## config.mk

```make
export PLATFORM = sky130hd
export DESIGN_NAME = ws2811_frame_sequencer_flat
export DESIGN_NICKNAME = d
export VERILOG_FILES = /design/src/rtl/ws2811_frame_sequencer_if.sv /design/src/rtl/ws2811_frame_sequencer.sv /design/src/flat_wrapper.sv
export SDC_FILE = /design/constraint.sdc
export NUM_CORES = 1
export LEC_CHECK = 0
export ABC_AREA = 1
export CAP_MARGIN = 20
export CORE_ASPECT_RATIO = 1.75
export CORE_MARGIN = 1
export CORE_UTILIZATION = 60
export CTS_BUF_LIST = sky130_fd_sc_hd__clkbuf_8
export DETAILED_ROUTE_END_ITERATION = 10
export DONT_BUFFER_PORTS = 1
export GPL_TIMING_DRIVEN = 0
export PLACE_DENSITY = 0.75
export SYNTH_ARGS = -nofsm -noshare
export SYNTH_HDL_FRONTEND = slang
export SYNTH_SLANG_ARGS = --single-unit
```

## constraint.sdc

```tcl
create_clock -name clkIN -period 2.05 [get_ports clkIN]
set_clock_uncertainty 0.1 [all_clocks]
set_input_delay 0.1025 -clock clkIN [delete_from_list [all_inputs] [get_ports clkIN]]
set_output_delay 0.1025 -clock clkIN [all_outputs]
set_load 0.02 [all_outputs]
```

## src/rtl/ws2811_frame_sequencer_if.sv

```systemverilog
// Pixel-store read port, frame control and LED line of the WS2811 frame sequencer.
// The slave modport is the sequencer side; master is the controller/frame-buffer side.
interface ws2811_frame_sequencer_if #(
    parameter int unsigned PIXELS = 8
);
    localparam int unsigned AddrW = (PIXELS > 1) ? $clog2(PIXELS) : 1;

    logic             startIN;
    logic             busyOUT;
    logic             doneOUT;
    logic             underrunOUT;
    logic             pixelReqOUT;
    logic [AddrW-1:0] pixelAddrOUT;
    logic             pixelAckIN;
    logic [23:0]      pixelDataIN;
    logic             dataOUT;

    modport master (
        output startIN, pixelAckIN, pixelDataIN,
        input  busyOUT, doneOUT, underrunOUT, pixelReqOUT, pixelAddrOUT, dataOUT
    );

    modport slave (
        input  startIN, pixelAckIN, pixelDataIN,
        output busyOUT, doneOUT, underrunOUT, pixelReqOUT, pixelAddrOUT, dataOUT
    );
endinterface

```

## src/rtl/ws2811_frame_sequencer.sv

```systemverilog
// Streams one WS2811 frame: fetches PIXELS GRB words, serializes them MSB-first with a
// one-word prefetch buffer for gapless pixel boundaries, then holds the latch period.
module ws2811_frame_sequencer #(
    parameter int unsigned PIXELS      = 8,
    parameter int unsigned BIT_TICKS   = 60,
    parameter int unsigned T0H_TICKS   = 12,
    parameter int unsigned T1H_TICKS   = 29,
    parameter int unsigned RESET_TICKS = 2500
) (
    input logic                      clkIN,
    input logic                      resetIN,
    ws2811_frame_sequencer_if.slave  bus
);
    localparam int unsigned AddrW = (PIXELS > 1) ? $clog2(PIXELS) : 1;
    localparam int unsigned NxtW  = $clog2(PIXELS + 1);
    localparam int unsigned TickW = (BIT_TICKS > 1) ? $clog2(BIT_TICKS) : 1;
    localparam int unsigned LatW  = (RESET_TICKS > 1) ? $clog2(RESET_TICKS) : 1;

    localparam logic [TickW-1:0] TickLast = TickW'(BIT_TICKS - 1);
    localparam logic [TickW-1:0] T0High   = TickW'(T0H_TICKS);
    localparam logic [TickW-1:0] T1High   = TickW'(T1H_TICKS);
    localparam logic [LatW-1:0]  LatLast  = LatW'(RESET_TICKS - 1);
    localparam logic [AddrW-1:0] PixLast  = AddrW'(PIXELS - 1);

    typedef enum logic [2:0] {StIdle, StFetch, StSend, StStall, StLatch} state_e;

    state_e           state_q, state_d;
    logic [23:0]      shift_q, shift_d;
    logic [23:0]      buf_q, buf_d;
    logic             buf_vld_q, buf_vld_d;
    logic [4:0]       bit_idx_q, bit_idx_d;
    logic [TickW-1:0] tick_q, tick_d;
    logic [LatW-1:0]  lat_q, lat_d;
    logic [AddrW-1:0] pix_q, pix_d;
    logic [NxtW-1:0]  nxt_q, nxt_d;
    logic             req_q, req_d;
    logic [AddrW-1:0] addr_q, addr_d;
    logic             busy_q, busy_d;
    logic             done_q, done_d;
    logic             underrun_q, underrun_d;

    logic ack, tick_end, last_pix, need_fetch;

    assign ack        = req_q & bus.pixelAckIN;
    assign tick_end   = (tick_q == TickLast);
    assign last_pix   = (pix_q == PixLast);
    assign need_fetch = (nxt_q < NxtW'(PIXELS));

    always_comb begin
        state_d    = state_q;
        shift_d    = shift_q;
        buf_d      = buf_q;
        buf_vld_d  = buf_vld_q;
        bit_idx_d  = bit_idx_q;
        tick_d     = tick_q;
        lat_d      = lat_q;
        pix_d      = pix_q;
        nxt_d      = nxt_q;
        req_d      = req_q;
        addr_d     = addr_q;
        busy_d     = busy_q;
        done_d     = 1'b0;
        underrun_d = underrun_q;

        unique case (state_q)
            StIdle: begin
                if (bus.startIN) begin
                    state_d    = StFetch;
                    req_d      = 1'b1;
                    addr_d     = '0;
                    nxt_d      = NxtW'(1);
                    pix_d      = '0;
                    buf_vld_d  = 1'b0;
                    busy_d     = 1'b1;
                    underrun_d = 1'b0;
                end
            end
            StFetch: begin
                if (ack) begin
                    shift_d   = bus.pixelDataIN;
                    bit_idx_d = 5'd23;
                    tick_d    = '0;
                    req_d     = 1'b0;
                    state_d   = StSend;
                end
            end
            StSend: begin
                tick_d = tick_q + TickW'(1);
                if (ack) begin
                    buf_d     = bus.pixelDataIN;
                    buf_vld_d = 1'b1;
                    req_d     = 1'b0;
                end
                if (tick_end) begin
                    tick_d = '0;
                    if (bit_idx_q != 5'd0) begin
                        shift_d   = {shift_q[22:0], 1'b0};
                        bit_idx_d = bit_idx_q - 5'd1;
                    end else if (last_pix) begin
                        state_d = StLatch;
                        lat_d   = '0;
                    end else if (buf_vld_q) begin
                        shift_d   = buf_q;
                        buf_vld_d = 1'b0;
                        bit_idx_d = 5'd23;
                        pix_d     = pix_q + AddrW'(1);
                    end else if (ack) begin
                        // Ack arriving on the boundary goes straight to the shifter.
                        shift_d   = bus.pixelDataIN;
                        buf_vld_d = 1'b0;
                        bit_idx_d = 5'd23;
                        pix_d     = pix_q + AddrW'(1);
                    end else begin
                        state_d    = StStall;
                        underrun_d = 1'b1;
                    end
                end
            end
            StStall: begin
                if (ack) begin
                    shift_d   = bus.pixelDataIN;
                    bit_idx_d = 5'd23;
                    tick_d    = '0;
                    req_d     = 1'b0;
                    pix_d     = pix_q + AddrW'(1);
                    state_d   = StSend;
                end
            end
            StLatch: begin
                lat_d = lat_q + LatW'(1);
                if (lat_q == LatLast) begin
                    lat_d   = '0;
                    state_d = StIdle;
                    done_d  = 1'b1;
                    busy_d  = 1'b0;
                end
            end
            default: state_d = StIdle;
        endcase

        // Prefetch: refill the empty buffer with the next pixel while the current one shifts out.
        if ((state_q == StSend || state_q == StStall) && !req_q && !buf_vld_q && need_fetch) begin
            req_d  = 1'b1;
            addr_d = AddrW'(nxt_q);
            nxt_d  = nxt_q + NxtW'(1);
        end
    end

    always_ff @(posedge clkIN) begin
        if (resetIN) begin
            state_q    <= StIdle;
            shift_q    <= '0;
            buf_q      <= '0;
            buf_vld_q  <= 1'b0;
            bit_idx_q  <= '0;
            tick_q     <= '0;
            lat_q      <= '0;
            pix_q      <= '0;
            nxt_q      <= '0;
            req_q      <= 1'b0;
            addr_q     <= '0;
            busy_q     <= 1'b0;
            done_q     <= 1'b0;
            underrun_q <= 1'b0;
        end else begin
            state_q    <= state_d;
            shift_q    <= shift_d;
            buf_q      <= buf_d;
            buf_vld_q  <= buf_vld_d;
            bit_idx_q  <= bit_idx_d;
            tick_q     <= tick_d;
            lat_q      <= lat_d;
            pix_q      <= pix_d;
            nxt_q      <= nxt_d;
            req_q      <= req_d;
            addr_q     <= addr_d;
            busy_q     <= busy_d;
            done_q     <= done_d;
            underrun_q <= underrun_d;
        end
    end

    assign bus.dataOUT      = (state_q == StSend) && (tick_q < (shift_q[23] ? T1High : T0High));
    assign bus.busyOUT      = busy_q;
    assign bus.doneOUT      = done_q;
    assign bus.underrunOUT  = underrun_q;
    assign bus.pixelReqOUT  = req_q;
    assign bus.pixelAddrOUT = addr_q;
endmodule

```

## src/flat_wrapper.sv

```systemverilog
// flat-port wrapper written by rule: the top's interface ports become plain ports
module ws2811_frame_sequencer_flat 
#(
    parameter int unsigned PIXELS      = 8,
    parameter int unsigned BIT_TICKS   = 60,
    parameter int unsigned T0H_TICKS   = 12,
    parameter int unsigned T1H_TICKS   = 29,
    parameter int unsigned RESET_TICKS = 2500
)
  (clkIN, resetIN, bus_startIN, bus_pixelAckIN, bus_pixelDataIN, bus_busyOUT, bus_doneOUT, bus_underrunOUT, bus_pixelReqOUT, bus_pixelAddrOUT, bus_dataOUT);
  ws2811_frame_sequencer_if #(.PIXELS(PIXELS)) bus_i ();
  input logic clkIN;
  input logic resetIN;
  input wire logic [$bits(bus_i.startIN)-1:0] bus_startIN;
  input wire logic [$bits(bus_i.pixelAckIN)-1:0] bus_pixelAckIN;
  input wire logic [$bits(bus_i.pixelDataIN)-1:0] bus_pixelDataIN;
  output wire logic [$bits(bus_i.busyOUT)-1:0] bus_busyOUT;
  output wire logic [$bits(bus_i.doneOUT)-1:0] bus_doneOUT;
  output wire logic [$bits(bus_i.underrunOUT)-1:0] bus_underrunOUT;
  output wire logic [$bits(bus_i.pixelReqOUT)-1:0] bus_pixelReqOUT;
  output wire logic [$bits(bus_i.pixelAddrOUT)-1:0] bus_pixelAddrOUT;
  output wire logic [$bits(bus_i.dataOUT)-1:0] bus_dataOUT;
  assign bus_i.startIN = bus_startIN;
  assign bus_i.pixelAckIN = bus_pixelAckIN;
  assign bus_i.pixelDataIN = bus_pixelDataIN;
  assign bus_busyOUT = bus_i.busyOUT;
  assign bus_doneOUT = bus_i.doneOUT;
  assign bus_underrunOUT = bus_i.underrunOUT;
  assign bus_pixelReqOUT = bus_i.pixelReqOUT;
  assign bus_pixelAddrOUT = bus_i.pixelAddrOUT;
  assign bus_dataOUT = bus_i.dataOUT;
  ws2811_frame_sequencer #(.PIXELS(PIXELS), .BIT_TICKS(BIT_TICKS), .T0H_TICKS(T0H_TICKS), .T1H_TICKS(T1H_TICKS), .RESET_TICKS(RESET_TICKS)) u_core (.clkIN(clkIN), .resetIN(resetIN), .bus(bus_i));
endmodule
```

==> results of run 1 <==
## registers in the layout (all words and copies together) (netlist names)
signal	count
u_core.buf_q	24
u_core.shift_q	24
u_core.lat_q	12
u_core.tick_q	6
u_core.bit_idx_q	5
u_core.nxt_q	4
u_core.bus.pixelAddrOUT	3
u_core.pix_q	3
u_core.state_q	3
u_core.buf_vld_q	1
u_core.bus.busyOUT	1
u_core.bus.doneOUT	1
u_core.bus.pixelReqOUT	1
u_core.bus.underrunOUT	1
## per-layer routing
| layer | GRT usage [%] | wire length [um] | vias to the layer above |
|---|---|---|---|
| met5 | 0 | 0 | - |
| met4 | 15.9 | 443 | 0 |
| met3 | 6.56 | 614 | 40 |
| met2 | 57.8 | 6620 | 179 |
| met1 | 33.6 | 4720 | 2166 |
| li1 | - | - | 2406 |
## layout by cell type (no fill, tap or decap), drive strengths merged
cell type	n
nor2	109
a221oi	23
o211a	1
xor2	1
clkinv	2
bufinv	1
buf	17
clkbuf	28
nor3	5
o21ai	42
ha	7
xnor2	1
nand4	12
nand2	231
o21bai	3
dlygate4sd3	25
dfxtp	89
or2	4
inv	67
a21oi	39
o22ai	1
nand3	55
## tightest hold or removal path, delay by kind of cell
family	cells	cell delay, ns
AOI/OAI and AO/OA	1	0.05
and+or+nand+nor	3	0.26
buffers and inverters	1	0.02
## final timing paths
check                      endpoint  depth (start not counted)
max                u_core.lat_q[11]                         10
min reg2reg        u_core.buf_q[13]                          2
min          u_core.bus.pixelReqOUT                          5
max reg2reg        u_core.lat_q[11]                         10
## cell families after synthesis
logic type / Yosys count / synth area share [%]
AOI/OAI and AO/OA: 109 / 14.1
xor gates and xnor gates: 2 / 0.377
buffers and inverters: 100 / 8.67
DFF: 89 / 38.3
and+or+nand+nor: 416 / 36.7
adders and majority gates: 7 / 1.88
## final cells by class
type	instances	area, sq um
inverter	66	250
tap	88	110
clock inverter	4	43.8
buffer	34	170
multi-input combinational	534	2490
timing repair buffer	25	250
clock buffer	11	151
fill	675	2260
sequential	89	1790
## synth_stat cells (5+ instances only)
| cell | instances | area (sq um) |
|---|---|---|
| nand4_1 | 12 | 75.1 |
| o21ai_0 | 39 | 195 |
| a221oi_1 | 23 | 201 |
| buf_2 | 12 | 60.1 |
| nand2_1 | 228 | 856 |
| inv_1 | 60 | 225 |
| a21oi_1 | 39 | 195 |
| clkbuf_1 | 16 | 60.1 |
| dfxtp_1 | 89 | 1780 |
| nor2_1 | 105 | 394 |
| nand3_1 | 53 | 265 |
| inv_2 | 6 | 22.5 |
| ha_1 | 7 | 87.6 |
| nor3_1 | 5 | 25.0 |
## what timing repair did
| item | 4_1_cts | 5_1_grt |
|---|---|---|
| hold endpoints to repair | 47 | 0 |
| setup endpoints to repair | 4 | 50 |
| hold buffers | 25 | 0 |
| buffers inserted | 0 | 0 |
| resized for setup | 2 | 23 |
| pin swaps | 0 | 1 |
## power by group through the flow
| stage | Clock, mW | Sequential (mW) | Combinational, mW |
|---|---|---|---|
| after floorplan | 0 | 2.22 | 2.23 |
| after global placement | 0 | 2.24 | 2.85 |
| after detailed placement | 0 | 2.26 | 2.91 |
| after CTS | 1.22 | 2.22 | 2.99 |
| after global routing | 1.30 | 2.27 | 3.43 |
| final | 1.21 | 2.23 | 3.09 |
## stage by stage
stage	setup slack [ns]	std cells	utilization, %	cell area [sq um]
finish	0.149	851	69.9	5250
global route	0.00436	851	69.9	5250
CTS	0.0149	851	69.3	5210
detailed placement	0.00252	811	63.3	4760
global placement	0.0613	811	63.3	4760
floorplan	0.405	723	-	4650
==> impl_metrics.tcl, run 1 <==
set metrics [dict create \
    min_period_over_period_pct 92.7 \
    p_per_area_nw_per_um2 1240 \
    clk_pin_slew_ns 0.08 \
    drt.antenna.violating_nets 0 \
    cts_buffers 9 \
    ys.flop_type "dfxtp_1" \
    max_stage_delay_ns 0.32 \
    rrSetupSlack_ns 0.15 \
    synth_edf_count 0 \
    tns_ns 0 \
    num_antenna_cells 0 \
    cp.required_ns 2.17 \
    cts_num_sinks 89 \
    synth_cell_types 28 \
    slew_violations 0 \
    clk_latency_ns 0.36 \
    grt_pass1_wl_um 19800 \
    syn-cell-area_sq_um 4650 \
    worst-path-buf-inv 3 \
    cts_tree "done" \
    vias_per_cell 5.63 \
    seqPwrFrac_pct 34.1 \
    routed_wl_um 12400 \
    maxSlewHeadroom_pct 58.6 \
    htreeDepth 3 \
    drt_iter0_drc 467 \
    hpwl_um 8870 \
    crit_top_cell "nand2_1" \
    critPathLaunchType "flip-flop" \
    status "complete, no violations" \
    initial_core_util_pct 61.8 \
    io_buffers 0 \
    whs_ns 0.0142 \
    rows 42 \
    drive_above_1_share_pct 8.39 \
    fp.dieH_um 118 \
    timing.rr.start "u_core.bit_idx_q[0]" \
    p_leak_nw 2.15 \
    total_power_mw 6.53 \
    grt_max_degree 14 \
    clock_path_buffers 2 \
    worstSetupEndpointType "flip-flop" \
    critPathTopFamily "simple AND/OR/NAND/NOR gates" \
    crit_type "reg2reg" \
    yosysSeqAreaShare_pct 38.3 \
    swShare_pct 44.6 \
    max-vdd-ir-drop_v 0.000853 \
    fin_nets 794 \
    min_from "bus_startIN" \
    die_area_sq_um 8110 \
    crit_arrival_ns 2.02 \
    crit_chain "inv_1, ha_2, nand3_4, inv_4, nand2_1, nand2_1, o21ai_1, buf_4, nand2_1, a21oi_1" \
    ys_ff_latch 89 \
    die_w_um 68.5 \
    async_reset_ff_share_pct 0 \
    p_switching_mw 2.91 \
    grt_usage_pct 32.3 \
    ios 36 \
    antenna_found_initial 0 \
    hold_class "in2reg" \
    crit_fanout 10 \
    fmax_ghz 0.526 \
    vias 4791 \
    cpMaxStageDelayCell "dfxtp_1" \
    drcViolationCount 0 \
    rsz0062_at_grt "no" \
    fin_crit_ns 1.90 \
    coreArea_sq_um 7510 \
    ys.warnings.count 0 \
    clkPwrFrac_pct 18.6 \
    synthToLayoutAreaGrowth_pct 13.0 \
    syn_avg_cell_area_sq_um 6.43 \
    comb_power_share_pct 47.3 \
    worst_pin_slew_ns 0.622 \
    gp_congestion 0.912 \
    internal-power_mw 3.62 \
    cts_root_buffer "clkbuf_8" \
    grt_pass1_vias 4462 \
    syn-num-nets 758 \
    setup_viol 0 \
    crit_start "u_core.bit_idx_q[0]" \
    cap_violations 0 \
    hold_violations 0 \
    dr.pass1.iters 6 \
    wl_per_cell_um 14.6 \
    grt-ovfl-total 0 \
    netlist_instances 723 \
]
Power figures use the tool's default switching activity.
==> run 2: changes to the inputs <==
- SETUP_SLACK_MARGIN: default -> 0.2
==> run 2 against run 1 <==
Maximum frequency rose by 8.5%. Register-to-register slack improved by 0.15 ns. Hold slack improved by 0.0060 ns. First-iteration DRC count rose by 14%. Wire length rose by 4.5%. Largest cell class unchanged. Via count rose by 2.0%. Cell area rose by 3.4%. Utilization rose by 2.4 points. Power rose by 5.8%.
==> impl_metrics.tcl, run 2 (synthesis results as in run 1) <==
set metrics [dict create \
    status "complete, no violations" \
    coreArea_sq_um 7510 \
    htreeDepth 3 \
    drcViolationCount 0 \
    die_w_um 68.5 \
    comb_power_share_pct 50.0 \
    wl_per_cell_um 15.1 \
    crit_type "reg2reg" \
    tns_ns 0 \
    hpwl_um 8870 \
    gp_congestion 0.912 \
    finalWorstSetupSlack_ns 0.297 \
    grt_pass1_vias 4512 \
    drive_above_1_share_pct 11.7 \
    fin_nets 802 \
    swShare_pct 44.2 \
    grt_usage_pct 33.0 \
    clk_pin_slew_ns 0.08 \
    dr.pass1.iters 5 \
    worstSetupEndpointType "flip-flop" \
    fin_crit_ns 1.75 \
    num_antenna_cells 0 \
    vias 4889 \
    antenna_found_initial 0 \
    maxSlewHeadroom_pct 57.5 \
    grt_max_degree 14 \
    fillers 646 \
    grt_pass1_wl_um 20200 \
    hold_violations 0 \
    worst_pin_slew_ns 0.638 \
    layout_commonest_cell "nand2_1" \
    routed_wl_um 13000 \
    drt_iter0_drc 531 \
    fp.dieH_um 118 \
    critical_path.reg2reg.endpoint "u_core.lat_q[11]" \
    min_period_over_period_pct 85.5 \
    dp_slack_ns 0.00252 \
    p_switching_mw 3.05 \
    initial_core_util_pct 61.8 \
    cts_num_sinks 89 \
    fmax_ghz 0.571 \
    critPathLaunchType "flip-flop" \
    clock_path_buffers 2 \
    register_area_sq_um 1790 \
    ios 36 \
    die_area_sq_um 8110 \
    cts_buffers 9 \
    hold_class "in2reg" \
    min_from "bus_startIN" \
    internal-power_mw 3.85 \
    rows 42 \
    cp.required_ns 2.17 \
    clkPwrFrac_pct 17.5 \
    slew_violations 0 \
    seqPwrFrac_pct 32.5 \
    clk_latency_ns 0.36 \
    layout_common_cells "223 x nand2_1, 102 x nor2_1, 81 x dfxtp_1, 58 x inv_1, 53 x nand3_1" \
    drt.antenna.violating_nets 0 \
    vias_per_cell 5.69 \
    hold_depth 5 \
    synthToLayoutAreaGrowth_pct 16.8 \
    multi_input_area_sq_um 2570 \
    max-vdd-ir-drop_v 0.000881 \
    rr_worst_depth 10 \
    setup_viol 0 \
    io_buffers 0 \
    p_per_area_nw_per_um2 1270 \
    worstHoldEndpoint "u_core.bus.pixelReqOUT" \
    cts_tree "done" \
    p_leak_nw 2.22 \
    grt-ovfl-total 0 \
    cts_root_buffer "clkbuf_8" \
    cap_violations 0 \
    crit_arrival_ns 1.87 \
    crit_fanout 5 \
    largestRegisters "u_core.buf_q: 24 flops, u_core.shift_q: 24 flops, u_core.lat_q: 12 flops" \
    rsz0062_at_grt "no" \
    rrSetupSlack_ns 0.30 \
    timing.rr.start "u_core.bit_idx_q[1]" \
]
==> run 2: changes by cell type in the layout (fill, tap and decap cells not counted), sizes merged <==
cell / previous run / this run
nand3: 55 / 56
clkbuf: 28 / 29
buf: 17 / 23
==> run 2: worst max-delay path, stage by stage (launching register included) <==
cell     delay, ns
dfxtp_1       0.31
inv_1         0.12
ha_4          0.20
nand3_4       0.15
inv_6         0.12
nand2_1       0.08
nand2_2       0.13
o21ai_4       0.10
buf_4         0.18
nand2_1       0.06
a21oi_1       0.06
==> run 2: routing by layer <==
layer  share of wire, %  GRT usage [%]  vias up  routed length [um]
met2                 54           59.6      183                7030
li1                   -              -     2421                   -
met4                3.3           16.0        0                 428
met3                5.0           6.56       34                 645
met1                 37           34.0     2251                4850
met5                  0              0        -                   0
==> run 2: worst max path at each step <==
stage | start | to | slack [ns] | cells past startpoint
final | u_core.bit_idx_q[1] | u_core.lat_q[11] | 0.30 | 10
after global routing | u_core.bit_idx_q[1] | u_core.shift_q[15] | 0.21 | 11
after CTS | u_core.tick_q[0] | u_core.shift_q[9] | 0.20 | 11
after detailed placement | u_core.bit_idx_q[0] | u_core.lat_q[11] | 0.003 | 10
after global placement | u_core.bit_idx_q[0] | u_core.lat_q[3] | 0.06 | 10
after floorplan | u_core.tick_q[0] | u_core.shift_q[10] | 0.40 | 11
==> run 2: area by class of cell <==
type / count / share of cell area (%)
buffer: 33 / 3.60
sequential: 89 / 33.0
multi-input combinational: 535 / 47.3
clock buffer: 11 / 2.79
clock inverter: 4 / 0.807
timing repair buffer: 33 / 5.67
inverter: 66 / 4.75
tap: 88 / 2.03
==> run 2: power by group through the flow <==
| stage | clock network [mW] | registers, mW | logic (mW) |
|---|---|---|---|
| floorplan | 0 | 2.22 | 2.23 |
| global placement | 0 | 2.24 | 2.85 |
| detailed placement | 0 | 2.26 | 2.91 |
| CTS | 1.22 | 2.22 | 3.15 |
| global route | 1.30 | 2.29 | 3.80 |
| finish | 1.21 | 2.24 | 3.45 |
==> run 2: per-stage QoR <==
step	area [sq um]	hold slack, ns	instances	power [mW]	util [%]
after global placement	4760	0.176	811	5.09	63.3
after floorplan	4650	0.168	723	4.45	-
after global routing	5430	0.0270	859	7.38	72.2
after CTS	5290	0.00803	854	6.59	70.4
after detailed placement	4760	0.179	811	5.16	63.3
final	5430	0.0202	859	6.90	72.2
==> run 2: timing repair <==
item	4_1_cts	5_1_grt
endpoints found under the hold margin	47	0
setup endpoints to repair	56	56
buffers inserted	2	4
hold buffers	25	0
gates resized for setup	23	40
pin swaps	2	4
cloned	1	2
